`src/rtl/cpu_sequencer.sv`:
```
// Control unit with program counter for the small-CPU datapath: fetch/decode,
// return-address stack (CALL/RET), interrupt entry/exit and a user-memory wait state.
module cpu_sequencer #(
  parameter int unsigned DATA_W      = 8,
  parameter int unsigned ADDR_W      = 8,
  parameter int unsigned RSEL_W      = 2,
  parameter int unsigned STACK_DEPTH = 4,
  parameter int unsigned RESET_VEC   = 0,
  parameter int unsigned IRQ_VEC     = 'hFE
) (
  input  logic              clk,
  input  logic              reset_n,
  input  logic              irq,
  output logic              irq_ack,
  output logic [ADDR_W-1:0] imem_addr,
  input  logic [DATA_W-1:0] imem_rdata,
  output logic [3:0]        alu_op,
  input  logic [DATA_W-1:0] alu_result,
  output logic [RSEL_W-1:0] rf_raddr1,
  output logic [RSEL_W-1:0] rf_raddr2,
  input  logic [DATA_W-1:0] rf_rdata1,
  input  logic [DATA_W-1:0] rf_rdata2,
  output logic              rf_we,
  output logic [RSEL_W-1:0] rf_waddr,
  output logic [DATA_W-1:0] rf_wdata,
  output logic [ADDR_W-1:0] umem_addr,
  output logic [DATA_W-1:0] umem_wdata,
  output logic              umem_we,
  output logic              umem_re,
  input  logic [DATA_W-1:0] umem_rdata,
  output logic              stack_err
);

  localparam int unsigned SP_W  = $clog2(STACK_DEPTH + 1);
  localparam int unsigned IDX_W = (STACK_DEPTH > 1) ? $clog2(STACK_DEPTH) : 1;
  localparam logic [ADDR_W-1:0] RST_PC  = ADDR_W'(RESET_VEC);
  localparam logic [ADDR_W-1:0] IRQ_PC  = ADDR_W'(IRQ_VEC);
  localparam logic [SP_W-1:0]   SP_FULL = SP_W'(STACK_DEPTH);

  typedef enum logic [1:0] {S_FETCH, S_EXEC, S_MEM, S_IRQ} state_t;

  state_t            state;
  logic [ADDR_W-1:0] pc;
  logic [ADDR_W-1:0] maddr;
  logic [DATA_W-1:0] ir;
  logic [SP_W-1:0]   sp;
  logic              ie;
  logic [ADDR_W-1:0] stack [STACK_DEPTH];

  logic [3:0]        op;
  logic [ADDR_W-1:0] operand;
  logic [ADDR_W-1:0] pc_inc;
  logic              done;
  logic              take_irq;

  assign op       = ir[DATA_W-1 -: 4];
  assign operand  = imem_rdata[ADDR_W-1:0];
  assign pc_inc   = pc + ADDR_W'(1);
  // Interrupts are only considered on the cycle that completes an instruction.
  assign done     = ((state == S_EXEC) && (op != 4'hF)) || (state == S_MEM);
  assign take_irq = done && irq && ie;

  assign imem_addr  = pc;
  assign alu_op     = op;
  assign rf_raddr1  = ir[2*RSEL_W-1:RSEL_W];
  assign rf_raddr2  = ir[RSEL_W-1:0];
  assign rf_waddr   = ir[RSEL_W-1:0];
  assign umem_wdata = rf_rdata1;

  // Sequencer state, program counter, instruction register and return stack.
  always_ff @(posedge clk or negedge reset_n) begin
    if (!reset_n) begin
      state     <= S_FETCH;
      pc        <= RST_PC;
      maddr     <= '0;
      ir        <= '0;
      sp        <= '0;
      ie        <= 1'b1;
      stack_err <= 1'b0;
      for (int i = 0; i < STACK_DEPTH; i++) stack[i] <= '0;
    end else begin
      case (state)
        S_FETCH: begin
          ir    <= imem_rdata;
          pc    <= pc_inc;
          state <= S_EXEC;
        end
        S_EXEC: begin
          state <= take_irq ? S_IRQ : S_FETCH;
          case (op)
            4'h8, 4'hE: pc <= pc_inc;
            4'h9:       pc <= operand;
            4'hA: begin
              // Full stack drops the return address but the call still happens.
              if (sp == SP_FULL) begin
                stack_err <= 1'b1;
              end else begin
                stack[IDX_W'(sp)] <= pc_inc;
                sp                <= sp + SP_W'(1);
              end
              pc <= operand;
            end
            4'hB: begin
              if (sp == '0) begin
                pc        <= RST_PC;
                stack_err <= 1'b1;
              end else begin
                pc <= stack[IDX_W'(sp - SP_W'(1))];
                sp <= sp - SP_W'(1);
              end
              if (ir[0]) ie <= 1'b1;
            end
            4'hC: pc <= (rf_rdata1 == rf_rdata2) ? operand : pc_inc;
            4'hD: pc <= (rf_rdata1 != rf_rdata2) ? operand : pc_inc;
            4'hF: begin
              pc    <= pc_inc;
              maddr <= operand;
              state <= S_MEM;
            end
            default: ;
          endcase
        end
        S_MEM: state <= take_irq ? S_IRQ : S_FETCH;
        S_IRQ: begin
          if (sp == SP_FULL) begin
            stack_err <= 1'b1;
          end else begin
            stack[IDX_W'(sp)] <= pc;
            sp                <= sp + SP_W'(1);
          end
          pc    <= IRQ_PC;
          ie    <= 1'b0;
          state <= S_FETCH;
        end
        default: state <= S_FETCH;
      endcase
    end
  end

  // Strobe and data-path decode from the current state and instruction.
  always_comb begin
    irq_ack   = 1'b0;
    rf_we     = 1'b0;
    rf_wdata  = alu_result;
    umem_we   = 1'b0;
    umem_re   = 1'b0;
    umem_addr = operand;
    case (state)
      S_EXEC: begin
        if (op[3] == 1'b0) rf_we = 1'b1;
        case (op)
          4'h8: begin
            rf_we    = 1'b1;
            rf_wdata = imem_rdata;
          end
          4'hE:    umem_we = 1'b1;
          4'hF:    umem_re = 1'b1;
          default: ;
        endcase
      end
      S_MEM: begin
        rf_we     = 1'b1;
        rf_wdata  = umem_rdata;
        umem_addr = maddr;
      end
      S_IRQ:   irq_ack = 1'b1;
      default: ;
    endcase
  end

endmodule
```
`config.mk`:
```
export PLATFORM = sky130hd
export DESIGN_NAME = cpu_sequencer
export DESIGN_NICKNAME = d
export VERILOG_FILES = /design/src/rtl/cpu_sequencer.sv
export SDC_FILE = /design/constraint.sdc
export NUM_CORES = 1
export LEC_CHECK = 0
export ABC_AREA = 1
export ABC_CLOCK_PERIOD_IN_PS = 2300
export CAP_MARGIN = 20
export CORE_UTILIZATION = 45
export CTS_BUF_LIST = sky130_fd_sc_hd__clkbuf_4
export CTS_CLUSTER_SIZE = 20
export DETAILED_ROUTE_END_ITERATION = 7
export HOLD_SLACK_MARGIN = 0.06
export PLACE_DENSITY = 0.78
export RECOVER_POWER = 100
export SYNTH_ARGS = -nofsm -noshare
export SYNTH_HDL_FRONTEND = slang
export SYNTH_SLANG_ARGS = --single-unit
```
`constraint.sdc`:
```
create_clock -name clk -period 2.3 [get_ports clk]
set_input_delay 0.46 -clock clk [delete_from_list [all_inputs] [get_ports clk]]
set_output_delay 0.46 -clock clk [all_outputs]
set_load 0.01 [all_outputs]
```
Word-level counts from Yosys, hierarchy flattened:

Cells that the tools add are included.

* register bits: 63
* latch bits: 0
* bits in writable memories: 0
* ROM bits: 0
* input port bits: 43
* word-level logic and storage cells: 101
* memories: 0

* $add $sub $neg: 3
* multipliers: 0
* div/mod/pow operators: 0
* $lt $le $gt $ge: 3
* equal/unequal tests: 24
* shift operators: 0
* multiplexer cells: 41
* bitwise logic cells: 2
* reduce and logical (&&, ||, !) cells: 17

Operators by type and width (number)
* 32-bit two-way mux: 3
* 32-bit bitwise mux: 2
* 8-bit two-way mux: 8
* 32-bit case mux with 2 select lines: 1
* 8-bit case mux with 5 select lines: 1
* 4-bit equality test (second input constant): 8
* 8-bit case mux with 3 select lines: 1
* 8-bit binary-select mux with 2-bit select: 1
* 8-bit demux with 2-bit select: 1
* 8-bit case mux with 2 select lines: 1
* 3-bit case mux with 2 select lines: 2
* 1-bit two-way mux: 11
* 3-bit AND reduction: 3
* 8-bit by 1-bit adder with 8-bit output (second input constant): 1
* 8-bit equality test: 1
* 8-bit != test: 1
* 1-bit case mux with 2 select lines: 4
* 2-bit case mux with 4 select lines: 1
* 3-bit greater-or-equal comparator (second input constant): 2
* 3-bit two-way mux: 2
* 2-bit != test (second input constant): 3
* 3-bit != test (second input constant): 2
* 6-bit by 3-bit != test with 1-bit output (second input constant): 1
* 2-bit NOT with 3-bit output: 2
* 20 further kinds: 27

Logic depth before layout (Yosys ltp):

* depth after elaboration: 9
* mapped depth: 13

Worst setup path after synthesis:

OpenSTA, ideal clock, no wires.

* path kind: register -> register
* start: register sp[0]
* end: register stack[29] (netlist name)
* setup time: 0.119 ns
* data arrival time: 1.911 ns
* required time: 2.181 ns
* setup slack: 0.270 ns
* cell stages (with the launch flop): 10
* path buffers: 1
* cell sequence: dfrtp_1 inv_1 clkbuf_1 ha_1 inv_1 nor2_1 nand2_2 inv_1 nand2_1 o21a_1

* longest elaborated chain between the ends: 9
* elaborated cells between the ends (all ways): 16
* classes of those cells: order compare: 2; eq/ne: 3; mux: 8; bitwise: 1; reduce/logical: 2

RTL lines
* start, declared: line 46 `logic [SP_W-1:0] sp;`
* start signal, assigned: line 99 `sp <= sp + SP_W'(1);`
* start signal, assigned: line 109 `sp <= sp - SP_W'(1);`
* start signal, assigned: line 129 `sp <= sp + SP_W'(1);`
* 2-bit NOT with 3-bit output (not written as such): line 98, 128
* 3-bit greater-or-equal comparator (not written as such) or 3-bit by 1-bit < comparator with 1-bit output (tied branches): line 98, 128
* 1-bit logical AND (not written as such): line 98, 128
* 8-bit two-way mux (not written as such): line 98, 128
* 8-bit demux with 2-bit select: line 98, 128
* 32-bit bitwise mux: line 98 `stack[IDX_W'(sp)] <= pc_inc;`
* 32-bit two-way mux: line 95 `if (sp == SP_FULL) begin`
* 32-bit two-way mux: line 90 `case (op)`
* 32-bit case mux with 2 select lines: line 82 `case (state)`
* end signal, assigned by index: line 98
* end signal, assigned by index: line 128 `stack[IDX_W'(sp)] <= pc;`
* end, declared: line 48 `logic [ADDR_W-1:0] stack [STACK_DEPTH];`

Parallel ways exist; a longest one is shown, timed or not. The select of a mux whose other input is x is not followed.
A chain may end at the register's enable or synchronous reset.

Worst setup path in the final report:

* start: register state[1]
* end: output port umem_addr[2]

* longest elaborated chain between the ends: 2

RTL lines
* start, declared: line 42 `state_t state;`
* start signal, assigned: line 89 `state <= take_irq ? S_IRQ : S_FETCH;`
* start signal, assigned: line 123 `S_MEM: state <= take_irq ? S_IRQ : S_FETCH;`
* 2-bit equality test: line 148 `case (state)`
* 8-bit two-way mux: line 148
* end, declared: line 26 `output logic [ADDR_W-1:0] umem_addr,`

Every way passes these cells.

==> metrics.md <==
| Metric | Value |
|---|---|
| Final setup viols | `0` |
| Syn. warnings | `0` |
| CTS tree | `yes` |
| Initial Utilization | `46.7%` |
| Die area | `a little over 10000 um2` |
| Routed wl met3 | `773 um` |
| Crit path capture type | `output pin` |
| Yosys reg bits | `63` |
| Worst flop-to-flop path startpoint | `state[0]` |
| Synthesized area per cell | `7.22 um2` |
| Fin crit period | `around 2.3 ns` |
| Net Count, Synth | `658` |
| Final core occ | `62.1%` |
| Top_reg_cell synth | `dfrtp_1` |
| Worst Hold End | `stack[17]` |
| Clk_lat worst skew | `0.43 ns` |
| Area Overhead vs Synth | `32.8%` |
| Row count | `35` |
| Core area | `9330 um2` |
| Post-DRT Antenna Nets | `0` |
| # DRC | `0` |
| Largest net degree at the start of global routing | `64` |
| Finished Cell Area | `5790 um2` |
| PwrDens | `1350 nW/um2` |
| DR top layer | `met4` |
| Capture point of the worst reg-to-reg path | `stack[16]` |
| Post-layout nets | `approximately 780` |
| CP Data Arrival Time | `approximately 1.8 ns` |
| Global-route wire length before repair | `20800 um` |
| # clock sinks | `63` |
| Fmax | `444 MHz` |
| Max clock buf depth | `2` |
| CP Class | `register to output pin` |
| Pre-antenna DRT Iters | `5` |
| Worst vdd ir | `0.000855 V` |
| RePlAce Congestion | `0.923` |
| GRT Util Overall | `between 20% and 30%` |
| Status | `finished clean` |
| Post-Syn Area | `4360 um2` |
| Max Cap Violations | `0` |
| WHS Path Cells | `1` |
| Fin cells | `roughly 860` |
| Hold crit path type | `register to register` |
| Vias in the first global route | `4391` |
| Via count | `around 4.5k` |
| Layout cells sized above 1 | `approximately 17%` |
| Fin. max-slew vios | `0` |
| Total Wirelength | `12700 um` |
| Syn Inst Count | `604` |
| Register-to-Register Setup Slack | `0.11 ns` |
| Fin. Hold Viols | `0` |
| Initial antenna violation count | `0` |
| Slew @ Worst Pin | `1.44 ns` |
| Crit path max fanout | `12` |
| Seq/Total Area, Yosys | `36.2%` |
| Reg2Reg Depth | `10` |
| DR WL/cell | `14.8 um` |
| Placed insts | `835` |
| I/O pins | `90` |
| CP required | `1.84 ns` |
| Clock Root Buffer | `clkbuf_4` |
| WL met2 | `6190 um` |
| Vias/cell | `5.27` |
| Port-buffer cells | `89` |
| GR Overflow Total | `0` |
| Number of flops mapped to enable cells by yosys | `0` |
| P_leak | `between 2 and 3 nW` |
| Final Cycle Share | `98.0%` |
| Number of buffers created by CTS | `9` |
| Die X | `100 um` |
| Antenna cells | `0` |
| Worst relative slew slack | `between 3 and 4%` |
| Met1 wire length | `5340 um` |
| Die height | `100 um` |
| Distinct cells, synth | `41` |
| Post-Place Cell Area | `5570 um2` |
| Clock Skews | `0.0214 ns` |
| Hold Startpoint | `stack[17]` |
| Startpoint class of the critical path | `register` |
| Initial drt markers | `326` |
| Post-synth ARST share | `100%` |
| Clock slew seen by the registers of the worst setup and hold paths | `0.11 ns` |
| Post-DP HPWL | `9290 um` |
| H-tree depth | `3` |
==> flip-flops by register name (all words and copies together) (netlist names) <==
signal     cells
maddr          8
sp             3
stack_err      1
state          2
ir             8
ie             1
stack         32
imem_addr      8
==> area by class of cell <==
cell class,count,area (um2)
Multi-Input combinational cell,430,2370
Inverter,83,318
Clock buffer,9,67.6
Fill cell,819,3540
Tap cell,129,161
Timing Repair Buffer,138,1220
Sequential cell,63,1580
Clock inverter,7,72.6
==> cell families after synthesis <==
kind of cell | synth area share [%]
compound gates | 17.7
mux | 2.70
xor+xnor | 2.01
simple gates | 27.3
buf+inv | 11.0
flops | 36.2
fa+ha+maj | 3.16
==> synthesized netlist by cell type, types with 4 or more instances <==
master    count  area share (%)
o21ai_0      75             8.6
clkbuf_1     11            0.95
a21oi_1      34             3.9
buf_4        11             1.9
nand3_1      50             5.7
inv_1        78             6.7
o22ai_1       5            0.72
o21a_1        7             1.2
nor2_4        6             1.6
o21ai_1       6            0.69
nand2_1     148              13
dfrtp_1      62              36
nor2_1       38             3.3
buf_2         4            0.46
xnor2_1       7             1.4
nand2_2       5            0.72
mux2i_1       5             1.1
ha_1         11             3.2
==> power by group <==
part | internal, W | total, W | switching [W]
combinational | 0.00205 | 0.00499 | 0.00294
clock | 0.000333 | 0.000798 | 0.000465
sequential | 0.00166 | 0.00204 | 0.000377
total | 0.00404 | 0.00783 | 0.00379
==> worst max-delay path by stage <==
stage | start | endpoint | slack [ns] | cells after the start
final | state[1] | umem_addr[2] | 0.05 | 5
after global routing | state[0] | rf_wdata[3] | -0.01 | 8
after detailed placement | imem_rdata[3] | rf_wdata[3] | -0.09 | 6
after CTS | state[0] | rf_wdata[0] | -0.14 | 7
after global placement | imem_rdata[2] | rf_wdata[2] | -0.05 | 6
after floorplan | sp[0] | stack[29] | 0.27 | 9
==> repair_timing <==
| item | in CTS | in global routing |
|---|---|---|
| pin swaps | 0 | 1 |
| hold endpoints to repair | 33 | 0 |
| gates cloned | 0 | 1 |
| hold buffers | 1 | 0 |
| endpoints found under the setup margin | 19 | 36 |
| buffers inserted | 0 | 6 |
| resized for setup | 47 | 47 |
==> per-layer routing <==
metal | up-vias | GRT usage [%]
met3 | 34 | 5.01
met2 | 150 | 43.8
met5 | - | 0
li1 | 2196 | -
met4 | 0 | 9.48
met1 | 2143 | 34.4
==> worst max-delay path, stage by stage, from the launching register on <==
cell and delay, ns:
dfrtp_1 0.42, buf_4 0.15, ha_4 0.18, clkbuf_16 0.16
o21ai_1 0.19, clkdlybuf4s15_1 0.27
==> metrics by stage <==
step | setup WS, ns | total power (W) | TNS [ns] | hold slack (ns)
2_1_floorplan | 0.270 | 0.00505 | 0 | 0.164
3_3_place_gp | -0.0460 | 0.00668 | -0.196 | 0.463
3_5_place_dp | -0.0851 | 0.00683 | -0.346 | 0.476
4_1_cts | -0.145 | 0.00762 | -0.820 | 0.501
5_1_grt | -0.0127 | 0.00847 | -0.0553 | 0.518
6_report | 0.0468 | 0.00783 | 0 | 0.495
==> cell usage in the layout, fill, tap and decap left out, types with 2 or more instances in the layout <==
cell type	n
clkdlybuf4s50_1	69
ha_1	8
xnor2_1	7
nor3_1	2
mux2_2	3
o21ai_0	62
clkinv_4	2
nor2_1	37
buf_2	11
nor2_4	6
o21ai_1	19
clkbuf_2	4
a21oi_1	32
clkinvlp_4	2
clkdlybuf4s15_1	6
o21bai_1	3
o22ai_1	5
nand2_4	3
inv_2	7
clkinv_1	2
ha_4	3
dfrtp_1	62
mux2i_1	5
nand2_1	147
nor2_8	2
nand2_2	5
o21a_1	7
nor3_2	3
clkbuf_4	9
nand3_4	2
nand3_1	50
buf_4	44
xor2_1	3
mux2_1	3
a21oi_2	5
inv_1	73
Power figures use the tool's default switching activity.
==> variant: new RTL, config.mk and constraints unchanged <==
The 4 states of `state_t` get a one-hot encoding in 4 bits.
--- a/src/rtl/cpu_sequencer.sv
+++ b/src/rtl/cpu_sequencer.sv
@@ -39,3 +39,3 @@
 
-  typedef enum logic [1:0] {S_FETCH, S_EXEC, S_MEM, S_IRQ} state_t;
+  typedef enum logic [3:0] {S_FETCH = 4'b0001, S_EXEC = 4'b0010, S_MEM = 4'b0100, S_IRQ = 4'b1000} state_t;
 
Function: same outputs for any inputs over 10 cycles, from zero or initial values and one cycle with reset_n low; not proved beyond that.
==> variant against the unedited design <==
  * Design area shrank 4.0%
  * Critical path depth grew 1
  * Register-to-register slack gained 30 ps
  * Worst setup slack gained 22 ps
  * Combinational power shrank 18%
  * Power shrank 11%
  * Routed wire length shrank 4.2%
  * Synthesized area shrank 3.5%
  * Sequential cell count grew 2
  * Critical endpoint is now rf_wdata[5]
  * Highest routed layer unchanged
==> variant: results (changes against the unedited design) <==
| Metric | Value |
|---|---|
| Status | `finished clean (unchanged)` |
| Clk_lat worst skew | `430 ps (about the same)` |
| R2R Path End | `sp[0]$_DFFE_PN0P_ (was stack[16]$_DFFE_PN0P_)` |
| Register area | `1630 um2 (was 1580 um2)` |
| Root Buffer | `clkbuf_4 (unchanged)` |
| Fraction of area in multi-input gates | `0.403 (was 0.409)` |
| Worst stage delay on the critical path | `460 ps (was 420 ps)` |
| Vias post-DR | `4491 (was 4523)` |
| Clock power frac | `0.117 (was 0.102)` |
| Hold path start | `stack[31]$_DFFE_PN0P_ (was stack[17]$_DFFE_PN0P_)` |
| Non-clock buffer share | `0.209 (was 0.211)` |
| Final nets | `763 (was 779)` |
| CP arrival | `1770 ps (was 1790 ps)` |
| Worst Hold Path EP | `stack[31]$_DFFE_PN0P_ (was stack[17]$_DFFE_PN0P_)` |
| Worst VDD drop | `0.484 mV (was 0.855 mV)` |
| Reg2Reg Setup Slack | `140 ps (was 110 ps)` |
| Synth unique cells | `34 (was 41)` |
| Met1 global-route usage | `0.329 (was 0.344)` |
| PD cells | `1250 nW/um2 (was 1350 nW/um2)` |
| Share of cells above drive strength 1 | `0.157 (was 0.170)` |
| Total global-route track usage | `0.254 (was 0.264)` |
| Slew margin rel. | `0.184 (was 0.0369)` |
| DRT iter0 DRCs | `314 (was 326)` |
| Comb_multi_in | `444 (was 430)` |
| Number of non-clock inverters | `64 (was 83)` |
| Gpl congestion | `0.892 (was 0.923)` |
| Register area share after synthesis | `0.387 (was 0.362)` |
| WL/cell | `14.7 um (was 14.8 um)` |
| Pin count of the biggest net entering global routing | `47 (was 64)` |
| Top post-synthesis cells by area | `dfrtp_1, nand2_1, o21ai_0, nand3_1, inv_1 (was dfrtp_1, nand2_1, o21ai_0, inv_1, nand3_1)` |
| Seq Cell Count | `65 (was 63)` |
| Leakage | `2.69 nW (was 2.75 nW)` |
| Synth Area in Compound Gates | `0.184 (was 0.177)` |
| First-pass GRT wire length | `19.8 mm (was 20.8 mm)` |
| Mux share of post-synthesis cell area | `0.0119 (was 0.0270)` |
| Clock-cell share | `0.0263 (was 0.0242)` |
| Worst-path maximum fanout | `9 (was 12)` |
| Vias in the first global route | `4135 (was 4391)` |
| Final hold slack | `491 ps (was 495 ps)` |
| Syn nets | `652 (was 658)` |
| GR Util met3 | `0.0433 (was 0.0501)` |
| Crit path to | `rf_wdata[5] (was umem_addr[2])` |
| Sw frac | `0.475 (was 0.484)` |
| Wire length on met3 | `787 um (was 773 um)` |
| Crit path launch | `ir[6]$_DFFE_PN0P_ (was state[1]$_DFF_PN0_)` |
| Hold path cells | `2 (was 1)` |
| Logic depth of the worst register-to-register path | `12 (was 10)` |
| Xor/xnor share of the synthesized area | `0.0146 (was 0.0201)` |
| Post-Synth Adder-Cell Area | `0.0178 (was 0.0316)` |
-- variant: worst max-delay path, delay by kind of cell (launching register included) --
| kind | cells | cell delay, ps |
|---|---|---|
| AO/OA/AOI/OAI | 2 | 260 |
| flip-flops | 1 | 460 |
| AND/OR/NAND/NOR | 2 | 290 |
| buffers and inverters | 2 | 340 |
-- variant: per-stage QoR --
stage          area (um2)  utilization  instances
5_1_grt              5560        0.625        827
6_report             5560        0.625        827
2_1_floorplan        4210            -        603
3_5_place_dp         5350        0.601        806
3_3_place_gp         5350        0.601        806
4_1_cts              5490        0.618        824
-- variant: what timing repair did --
action | in CTS | in global routing
pin swaps | 2 | 11
hold buffers | 1 | 0
resized for setup | 52 | 55
endpoints found under the setup margin | 19 | 22
cloned | 0 | 1
buffers inserted | 1 | 3
endpoints found under the hold margin | 17 | 0
-- variant: cell families after synthesis --
family          Yosys count
compound gates          144
fa+ha+maj                 6
buf+inv                  94
flops                    65
xor+xnor                  7
simple gates            282
mux                       5
